<file path="config.mk">
export PLATFORM = sky130hd
export DESIGN_NAME = instr_mem_loader
export DESIGN_NICKNAME = d
export VERILOG_FILES = /design/src/rtl/instr_mem_loader.sv
export SDC_FILE = /design/constraint.sdc
export NUM_CORES = 1
export LEC_CHECK = 0
export ABC_AREA = 1
export ABC_CLOCK_PERIOD_IN_PS = 1830
export BUFFER_PORTS_ARGS = -buffer_cell sky130_fd_sc_hd__buf_2
export CAP_MARGIN = 15
export CORE_MARGIN = 10
export CORE_UTILIZATION = 35
export CTS_CLUSTER_SIZE = 20
export DETAILED_ROUTE_END_ITERATION = 6
export GPL_ROUTABILITY_DRIVEN = 0
export PLACE_DENSITY = 0.61
export SLEW_MARGIN = 10
export SYNTH_ARGS = -nofsm -noshare
export SYNTH_HDL_FRONTEND = slang
export SYNTH_SLANG_ARGS = --single-unit
</file>
<file path="constraint.sdc">
create_clock -name clk -period 1.83 [get_ports clk]
set_clock_uncertainty 0.15 [all_clocks]
set_input_delay 0.366 -clock clk [delete_from_list [all_inputs] [get_ports clk]]
set_output_delay 0.366 -clock clk [all_outputs]
set_load 0.01 [all_outputs]
</file>
<file path="src/rtl/instr_mem_loader.sv">
// Byte-stream loader that writes a length-prefixed bytecode image into instruction memory as {instr, arg} words.
// Define INSTR_LOADER_CHECKSUM_EN to require a trailing XOR checksum byte before reporting completion.
module instr_mem_loader #(
  parameter int DATA_WIDTH        = 8,
  parameter int ADDR_WIDTH        = 12,
  parameter int INSTRUCTION_WIDTH = 16
) (
  input  logic                         clk,
  input  logic                         rst,
  input  logic                         START_LOAD,
  input  logic [DATA_WIDTH-1:0]        BYTE_IN,
  input  logic                         BYTE_VALID,
  output logic                         BYTE_READY,
  output logic                         MEM_WR_EN,
  output logic [ADDR_WIDTH-1:0]        MEM_WR_ADDR,
  output logic [INSTRUCTION_WIDTH-1:0] MEM_WR_DATA,
  output logic                         LOAD_BUSY,
  output logic                         LOAD_DONE,
  output logic                         LOAD_ERROR,
  output logic [ADDR_WIDTH:0]          WORDS_LOADED
);

  localparam int unsigned MAX_WORDS = 2 ** ADDR_WIDTH;

  typedef enum logic [2:0] {
    S_IDLE,
    S_LEN_HI,
    S_LEN_LO,
    S_INSTR,
    S_ARG,
`ifdef INSTR_LOADER_CHECKSUM_EN
    S_CHK,
`endif
    S_DONE,
    S_ERR
  } state_t;

  state_t                    r_state;
  state_t                    w_state_nxt;
  logic                      w_accept;
  logic                      w_start;
  logic [2*DATA_WIDTH-1:0]   w_len;
  logic [ADDR_WIDTH:0]       w_words_inc;
  logic                      w_last_word;
  logic [DATA_WIDTH-1:0]     r_len_hi;
  logic [2*DATA_WIDTH-1:0]   r_len;
  logic [DATA_WIDTH-1:0]     r_instr;
  logic                      r_wr_en;
  logic [ADDR_WIDTH-1:0]     r_wr_addr;
  logic [INSTRUCTION_WIDTH-1:0] r_wr_data;
  logic [ADDR_WIDTH:0]       r_words;
`ifdef INSTR_LOADER_CHECKSUM_EN
  logic [DATA_WIDTH-1:0]     r_csum;
`endif

  assign w_accept    = BYTE_VALID && BYTE_READY;
  assign w_start     = START_LOAD && !LOAD_BUSY;
  assign w_len       = {r_len_hi, BYTE_IN};
  assign w_words_inc = r_words + 1'b1;
  assign w_last_word = (32'(w_words_inc) == 32'(r_len));

  // State register
  always_ff @(posedge clk) begin
    if (rst) r_state <= S_IDLE;
    else     r_state <= w_state_nxt;
  end

  // Next-state logic
  always_comb begin
    w_state_nxt = r_state;
    case (r_state)
      S_IDLE, S_DONE, S_ERR: if (START_LOAD) w_state_nxt = S_LEN_HI;
      S_LEN_HI: if (w_accept) w_state_nxt = S_LEN_LO;
      S_LEN_LO: begin
        if (w_accept) begin
          if (32'(w_len) > MAX_WORDS)
            w_state_nxt = S_ERR;
          else if (w_len == '0)
`ifdef INSTR_LOADER_CHECKSUM_EN
            w_state_nxt = S_CHK;
`else
            w_state_nxt = S_DONE;
`endif
          else
            w_state_nxt = S_INSTR;
        end
      end
      S_INSTR: if (w_accept) w_state_nxt = S_ARG;
      S_ARG: begin
        if (w_accept) begin
          if (w_last_word)
`ifdef INSTR_LOADER_CHECKSUM_EN
            w_state_nxt = S_CHK;
`else
            w_state_nxt = S_DONE;
`endif
          else
            w_state_nxt = S_INSTR;
        end
      end
`ifdef INSTR_LOADER_CHECKSUM_EN
      S_CHK: if (w_accept) w_state_nxt = (BYTE_IN == r_csum) ? S_DONE : S_ERR;
`endif
      default: w_state_nxt = S_IDLE;
    endcase
  end

  // State-decoded outputs
  always_comb begin
    BYTE_READY = 1'b0;
    LOAD_BUSY  = 1'b1;
    LOAD_DONE  = 1'b0;
    LOAD_ERROR = 1'b0;
    case (r_state)
      S_IDLE:  LOAD_BUSY = 1'b0;
      S_DONE: begin
        LOAD_BUSY = 1'b0;
        LOAD_DONE = 1'b1;
      end
      S_ERR: begin
        LOAD_BUSY  = 1'b0;
        LOAD_ERROR = 1'b1;
      end
      S_LEN_HI, S_LEN_LO, S_INSTR, S_ARG: BYTE_READY = 1'b1;
`ifdef INSTR_LOADER_CHECKSUM_EN
      S_CHK: BYTE_READY = 1'b1;
`endif
      default: LOAD_BUSY = 1'b0;
    endcase
  end

  // Datapath: header/instr capture, word write and counters
  always_ff @(posedge clk) begin
    if (rst) begin
      r_len_hi  <= '0;
      r_len     <= '0;
      r_instr   <= '0;
      r_wr_en   <= 1'b0;
      r_wr_addr <= '0;
      r_wr_data <= '0;
      r_words   <= '0;
`ifdef INSTR_LOADER_CHECKSUM_EN
      r_csum    <= '0;
`endif
    end else begin
      r_wr_en <= 1'b0;
      if (w_start) begin
        r_words <= '0;
`ifdef INSTR_LOADER_CHECKSUM_EN
        r_csum  <= '0;
`endif
      end
      if (w_accept) begin
`ifdef INSTR_LOADER_CHECKSUM_EN
        r_csum <= r_csum ^ BYTE_IN;
`endif
        case (r_state)
          S_LEN_HI: r_len_hi <= BYTE_IN;
          S_LEN_LO: r_len    <= w_len;
          S_INSTR:  r_instr  <= BYTE_IN;
          S_ARG: begin
            r_wr_en   <= 1'b1;
            r_wr_addr <= r_words[ADDR_WIDTH-1:0];
            r_wr_data <= {r_instr, BYTE_IN};
            r_words   <= w_words_inc;
          end
          default: ;
        endcase
      end
    end
  end

  assign MEM_WR_EN    = r_wr_en;
  assign MEM_WR_ADDR  = r_wr_addr;
  assign MEM_WR_DATA  = r_wr_data;
  assign WORDS_LOADED = r_words;

endmodule

</file>
* Word level (Yosys, flattened, before mapping)
Index checks and enable logic that the tools add are counted.
** Storage, ports and cells
- Flip-flop bits (word level) :: 77
** Operators by class
- Add/subtract/negate cells :: 1
- Magnitude comparators :: 1
- Equality and inequality tests :: 12
- Mux-type cells :: 16
- Bitwise gates (word level) :: 1
- Reduce and logical (&&, ||, !) cells :: 13
** Operators with widths (count)
- $mux 13 :: 3
- $mux 3 :: 8
- $eq 13x16->1 :: 1
- $gt 16x13->1 const B :: 1
- $logic_not 16->1 :: 1
- $pmux 3 s5 :: 1
- $add 13x1->13 const B :: 1
- $ne 2x2->1 const B :: 5
- $eq 3x3->1 const B :: 3
- $reduce_and 2->1 :: 4
- $eq 3x2->1 const B :: 2
- $reduce_and 5->1 :: 1
- $mux 1 :: 4
- $reduce_or 4->1 :: 1
- $eq 3x1->1 const B :: 1
- $logic_not 3->1 :: 1
- $reduce_or 3->1 :: 1
- $logic_and 1x1->1 :: 2
- $reduce_or 2->1 :: 1
- $logic_not 1->1 :: 1
- $not 1->1 :: 1

* Depth between registers and ports, before layout
Gate-level depths: netlist of run 1.
- Word-level depth :: 8
- Gate-level depth with buffers :: 16

* Least setup slack after synthesis of run 1
No wires, ideal clock.
- Kind :: register to register
- From :: reg r_words[0], in the netlist WORDS_LOADED[0]
- To :: reg r_state[1]
- Arrival time :: 1.579 ns
- Path slack :: -0.014 ns
- Cell stages (with the launch flop) :: 15
- Buffers on the path :: 0
- Cells stage by stage :: dfxtp_1 > ha_1 > nand2_1 > nor2_2 > nand3_1 > nand2_1 > nor2_1 > nor2_1 > nand2_1 > nor2_2 > nand2_1 > nand2_1 > nand2_1 > nand2_1 > a21oi_1
** Between the ends
- Cells in the longest elaborated chain, start to end :: 5
** Ends and longest elaborated chain
- from (decl) :: line 51 : logic [ADDR_WIDTH:0] r_words;
- from (signal assigned) :: line 165 : r_words <= w_words_inc;
- $add 13x1->13 :: line 59 : assign w_words_inc = r_words + 1'b1;
- $eq 13x16->1 :: line 60 : assign w_last_word = (32'(w_words_inc) == 32'(r_len));
- $mux 3 :: line 91 : if (w_last_word)
- $mux 3 :: line 90 : if (w_accept) begin
- $pmux 3 s5 :: line 71 : case (r_state)
- to (signal assigned) :: line 65 : else r_state <= w_state_nxt;
- to (decl) :: line 38 : state_t r_state;
Every way passes these cells. The select of a mux whose other input is x is not followed.
A chain may end at the register's enable or synchronous reset.

* Final worst setup path of run 1
Ends and elaborated chain as after synthesis.

==> impl_metrics.json, run 1 <==
{
  "worst_pin_slew_ns": 0.3057,
  "n_antenna_cell": 0,
  "synth_area_um2": 3271,
  "syn_nets": 457,
  "switching_share_pct": 33.85,
  "p_leak_nw": 1.830,
  "area_growth_pct": 26.89,
  "cts_max_path_buffers": 2,
  "slew_violations": 0,
  "drt_pass1_iterations": 4,
  "placed_area_um2": 3795,
  "antenna_found_initial": 0,
  "grt_pass1_vias": 2979,
  "cts.sinks": 77,
  "die_area_um2": 13610,
  "numCtsBuffers": 9,
  "synth_top_area_cell": "dfxtp_1",
  "final_cell_mix": "nand2_1 (95), dfxtp_1 (67), buf_2 (56), inv_1 (51), o21ai_0 (41)",
  "finalWorstSetupSlack_ns": -0.003945,
  "yosys_warnings": 0,
  "die_w_um": 116.7,
  "internal_power_w": 0.002910,
  "synth-edff-count": 0,
  "avgSynthCellArea_um2": 7.366,
  "endpoint_kind": "register",
  "layout_commonest_cell": "nand2_1",
  "vias": 3095,
  "maxCapViolCount": 0,
  "critPathMaxFanout": 3,
  "synthCells": 444,
  "p_comb_share_pct": 24.6,
  "crit_arrival_ns": 1.94,
  "synth_seq_area_share_pct": 47.13,
  "cp.required_ns": 1.94,
  "post-route-min-period_ns": 1.834,
  "synth.top_cell.area_share_pct": 47.13,
  "wirelength_um": 9043,
  "synth_area_leaders": "dfxtp_1 (47%), nand2_1 (11%), inv_1 (6.4%), o21ai_0 (6.4%), a21oi_1 (5.2%)",
  "ys_seq_elements": 77,
  "p_clk_share_pct": 30.9,
  "violations": "negative setup slack",
  "post-place-ws_ns": -0.07866,
  "drc": 0,
  "netSwitchingPower_w": 0.001489,
  "core_area_um2": 9153,
  "hp-class": "primary input to register",
  "ys.flop_type": "dfxtp_1",
  "cts_tree": "yes",
  "rsz0062_at_grt": "yes",
  "grt_max_degree": 35,
  "antenna_left": 0,
  "htreeDepth": 3,
  "critical_path_class": "register to register",
  "clk_pin_slew_worst_paths_ns": 0.09,
  "grt_first_pass_wirelength_um": 14650,
  "ys_async_sr_fraction_pct": 0,
  "max_freq_ghz": 0.5453,
  "utilization_pct": 45.35,
  "design_area_um2": 4150,
  "status": "finished, violations left",
  "numPortBuffers": 57,
  "drt_iter0_drc": 171,
  "power-per-cell-area_nw_per_um2": 1060,
  "overflow": 0,
  "dieHeight_um": 116.7,
  "via_per_inst": 4.882,
  "synth_cell_type_count": 29,
  "start_util_pct": 35.73,
  "cts_root_buf": "clkbuf_8",
  "nNetsFinal": 531,
  "ir_drop_mv": 0.3998,
  "slew-limit-headroom_pct": 79.45,
  "setup_violations": 2,
  "clk_latency_ns": 0.37,
  "wire_per_inst_um": 14.26,
  "fin_crit_sh_pct": 100.2,
  "seq_power_share_pct": 44.5,
  "hold_buffers": 0,
  "rows": 35,
  "drive_above_1_share_pct": 26.96,
  "critPathLaunchType": "register",
  "io_pins": 58,
  "finalHoldViolCount": 0,
  "dpl.hpwl_um": 6592,
  "grtUsageTotal_pct": 13.67
}
==> kinds of logic after synthesis <==
family	Yosys count	synth area share (%)
flip-flops	77	47.13
AND/OR/NAND/NOR	171	23.11
XOR/XNOR	4	1.530
buffers and inverters	77	9.143
adder cells (fa/ha/maj)	1	0.3825
AO/OA/AOI/OAI	114	18.71
==> per-layer routing <==
layer | global-route usage [%] | wire length (um) | part of all wire [%] | vias to the layer above
met3 | 3.903 | 562 | 6.2 | 16
met2 | 22.21 | 4233 | 47 | 68
met5 | 0 | 0 | 0 | -
li1 | - | - | - | 1597
met1 | 16.53 | 4057 | 45 | 1414
met4 | 5.848 | 189 | 2.1 | 0
==> Yosys cell counts (5+ instances only) <==
cell / n
a21oi_1: 34
buf_2: 5
clkbuf_1: 9
dfxtp_1: 77
inv_1: 56
inv_2: 6
nand2_1: 99
nand3_1: 19
nand3b_1: 7
nor2_1: 25
nor2_2: 6
o21ai_0: 42
o21ai_1: 24
==> registers in the layout (all words and copies together) (netlist names) <==
name	flops
r_len	16
MEM_WR_DATA	16
WORDS_LOADED	13
r_len_hi	8
r_instr	8
MEM_WR_EN	1
r_state	3
MEM_WR_ADDR	12
==> per-stage QoR <==
step / TNS (ns) / cells / hold slack (ns) / power [W]
detailed placement: -0.1454 / 614 / 0.2949 / 0.002920
global placement: 0 / 614 / 0.2854 / 0.002913
global route: -0.4811 / 634 / 0.1265 / 0.004676
finish: -0.004736 / 634 / 0.1242 / 0.004400
floorplan: 0 / 444 / 0.2777 / 0.002628
CTS: -0.02158 / 634 / 0.1117 / 0.004424
==> cell type report <==
type	count	area (um2)
multi-input cells	290	1516
clock inverters	7	81.33
well taps	111	138.9
flip-flops and latches	77	1567
inverters	62	232.7
clock buffers	9	123.9
fillers	942	5002
repair buffers	78	490.5
==> timing repair <==
item                       CTS  global route
buffers inserted             4             0
pin swaps                    3             5
resized for setup           26            17
setup endpoints to repair    7            36
==> worst max-delay path: stages (launching register included) <==
cell	delay, ns
dfxtp_4	0.38
ha_4	0.16
inv_1	0.06
nand2_1	0.09
nand2_1	0.07
nand2_1	0.07
nand2_1	0.06
nand3b_1	0.17
nor2_1	0.09
nand2_1	0.07
nor2_2	0.09
nand2_1	0.06
nand2_1	0.05
nand2_1	0.04
nand2_1	0.06
a21oi_1	0.05
==> worst paths after layout <==
kind | from | end | slack (ns) | depth (start not counted)
worst min-delay path | rst | r_state[2] | 0.12 | 2
worst min register to register | r_instr[5] | r_instr[5] | 0.31 | 2
worst max register to register | WORDS_LOADED[0] | r_state[1] | -0.004 | 15
worst max-delay path | WORDS_LOADED[0] | r_state[1] | -0.004 | 15
==> power groups by stage <==
stage / Sequential [W] / Combinational, W / Clock [W]
detailed placement: 0.00197 / 0.000949 / 0
finish: 0.00196 / 0.00108 / 0.00136
global route: 0.00198 / 0.00123 / 0.00147
global placement: 0.00197 / 0.000944 / 0
CTS: 0.00196 / 0.00107 / 0.00140
floorplan: 0.00194 / 0.000689 / 0
Note: power is estimated with default switching activity, not from simulation.
==> inputs of run 2 (changes only) <==
--- a/config.mk
+++ b/config.mk
@@ -10,11 +10,11 @@
 export BUFFER_PORTS_ARGS = -buffer_cell sky130_fd_sc_hd__buf_2
 export CAP_MARGIN = 15
 export CORE_MARGIN = 10
-export CORE_UTILIZATION = 35
+export CORE_UTILIZATION = 50
 export CTS_CLUSTER_SIZE = 20
 export DETAILED_ROUTE_END_ITERATION = 6
 export GPL_ROUTABILITY_DRIVEN = 0
-export PLACE_DENSITY = 0.61
+export PLACE_DENSITY = 0.8
 export SLEW_MARGIN = 10
 export SYNTH_ARGS = -nofsm -noshare
 export SYNTH_HDL_FRONTEND = slang
==> impl_metrics.json, run 2 (same netlist as run 1, synthesis figures left out) <==
{
  "ir_drop_mv": 0.5799,
  "wirelength_um": 9212,
  "design_area_um2": 4134,
  "cts_max_path_buffers": 2,
  "overflow": 0,
  "critical_path.most_common_cell": "inv_1",
  "cts_tree": "yes",
  "io_pins": 58,
  "cts_root_buf": "clkbuf_8",
  "crit_arrival_ns": 1.34,
  "critical_path_class": "register to output pin",
  "nNetsFinal": 530,
  "utilization_pct": 65.10,
  "htreeDepth": 3,
  "violations": "negative setup slack",
  "worst_pin_slew_ns": 0.3422,
  "area_growth_pct": 26.40,
  "fin_crit_sh_pct": 101.6,
  "slew-limit-headroom_pct": 77.05,
  "critPathLaunchType": "register",
  "grtUsageTotal_pct": 17.40,
  "slowest_stage": "dfxtp_2",
  "whs_endpoint": "r_state[2]",
  "hp-start": "rst",
  "die_area_um2": 10180,
  "die_w_um": 100.9,
  "path_cells": "nor2_2 -> inv_1 -> nor2_4 -> nor3_4 -> inv_1 -> buf_2",
  "reg2reg_to": "WORDS_LOADED[4]",
  "max_stage_delay_ns": 0.40,
  "cts.sinks": 77,
  "setup_violations": 10,
  "maxCapViolCount": 0,
  "finalHoldViolCount": 0,
  "n_antenna_cell": 0,
  "dieHeight_um": 100.9,
  "antenna_found_initial": 0,
  "rows": 29,
  "vias": 3252,
  "dpl.hpwl_um": 6325,
  "finalWorstSetupSlack_ns": -0.02948,
  "drc": 0,
  "max_freq_ghz": 0.5378,
  "antenna_left": 0,
  "grt_max_degree": 34,
  "r2r_slack_ns": -0.02,
  "clk_pin_slew_worst_paths_ns": 0.09,
  "hold_buffers": 0,
  "final_cell_mix": "nand2_1 (94), dfxtp_1 (66), buf_2 (57), inv_1 (54), o21ai_0 (37)",
  "critPathMaxFanout": 4,
  "start_util_pct": 51.51,
  "hp-class": "primary input to register",
  "final_cells": 599,
  "power-per-cell-area_nw_per_um2": 1079,
  "grt_first_pass_wirelength_um": 14500,
  "status": "finished, violations left",
  "reg2reg_from": "r_state[1]",
  "place_inst": 578,
  "numCtsBuffers": 9,
  "numPortBuffers": 57,
  "layout_commonest_cell": "nand2_1",
  "wire_per_inst_um": 15.38,
  "post-place-ws_ns": -0.06526,
  "min_path_cells": 2,
  "post-route-min-period_ns": 1.859,
  "grt_pass1_vias": 3036,
  "clk_latency_ns": 0.35,
  "drt_pass1_iterations": 5,
  "drt_iter0_drc": 212,
  "via_per_inst": 5.429,
  "drive_above_1_share_pct": 27.39,
  "p_leak_nw": 1.832,
  "placed_area_um2": 3737,
  "ff2ff_path_depth": 11,
  "endpoint_kind": "output pin",
  "slew_violations": 0,
  "cp.required_ns": 1.31,
  "rsz0062_at_grt": "yes",
  "core_area_um2": 6350
}
-- run 2: cell count changes in the layout (fill, tap and decap cells not counted), sizes merged --
cell,change
buf,-1
clkbuf,+1
clkinv,-3
clkinvlp,+1
inv,+1
-- run 2: routing by layer --
metal	share of wire, %	GRT usage (%)
met1	41	20.82
met2	49	28.94
met3	7.8	3.429
met4	2.4	8.587
met5	0	0
-- run 2: per-stage QoR --
| step | hold WS, ns | total power (W) | setup TNS [ns] |
|---|---|---|---|
| floorplan | 0.2777 | 0.002628 | 0 |
| CTS | 0.1220 | 0.004367 | -0.02902 |
| detailed placement | 0.2949 | 0.002941 | -0.1242 |
| global route | 0.1444 | 0.004664 | -2.618 |
| global placement | 0.2843 | 0.002911 | 0 |
| finish | 0.1364 | 0.004462 | -0.1231 |
-- run 2: worst max-delay path by stage --
stage	start	end	depth (start not counted)
finish	r_state[1]	BYTE_READY	6
global route	WORDS_LOADED[1]	r_state[2]	14
CTS	r_state[2]	BYTE_READY	6
detailed placement	WORDS_LOADED[1]	r_state[1]	16
global placement	WORDS_LOADED[1]	r_state[1]	12
floorplan	WORDS_LOADED[1]	r_state[1]	14
-- run 2: final cells by class --
type / count / area [um2]
repair buffers: 77 / 476.7
flip-flops and latches: 77 / 1563
multi-input cells: 290 / 1538
clock inverters: 6 / 75.07
clock buffers: 10 / 137.6
well taps: 77 / 96.34
inverters: 62 / 247.7
fillers: 517 / 2216
-- run 2: report_power, final --
group	internal (W)	switching [W]
clock	0.000692	0.000713
sequential	0.00183	0.000121
combinational	0.000413	0.000695
total	0.00293	0.00153
-- run 2: what timing repair did --
action / 4_1_cts / 5_1_grt
gates resized for setup: 21 / 30
setup endpoints to repair: 5 / 36
buffers inserted: 4 / 2
hold endpoints to repair: 0 / 0
pin swaps: 4 / 8
-- run 2: worst max-delay path, delay by kind of cell, from the launching register on --
| family | cells | cell delay, ns |
|---|---|---|
| and+or+nand+nor | 3 | 0.29 |
| DFF | 1 | 0.40 |
| buffers and inverters | 3 | 0.30 |
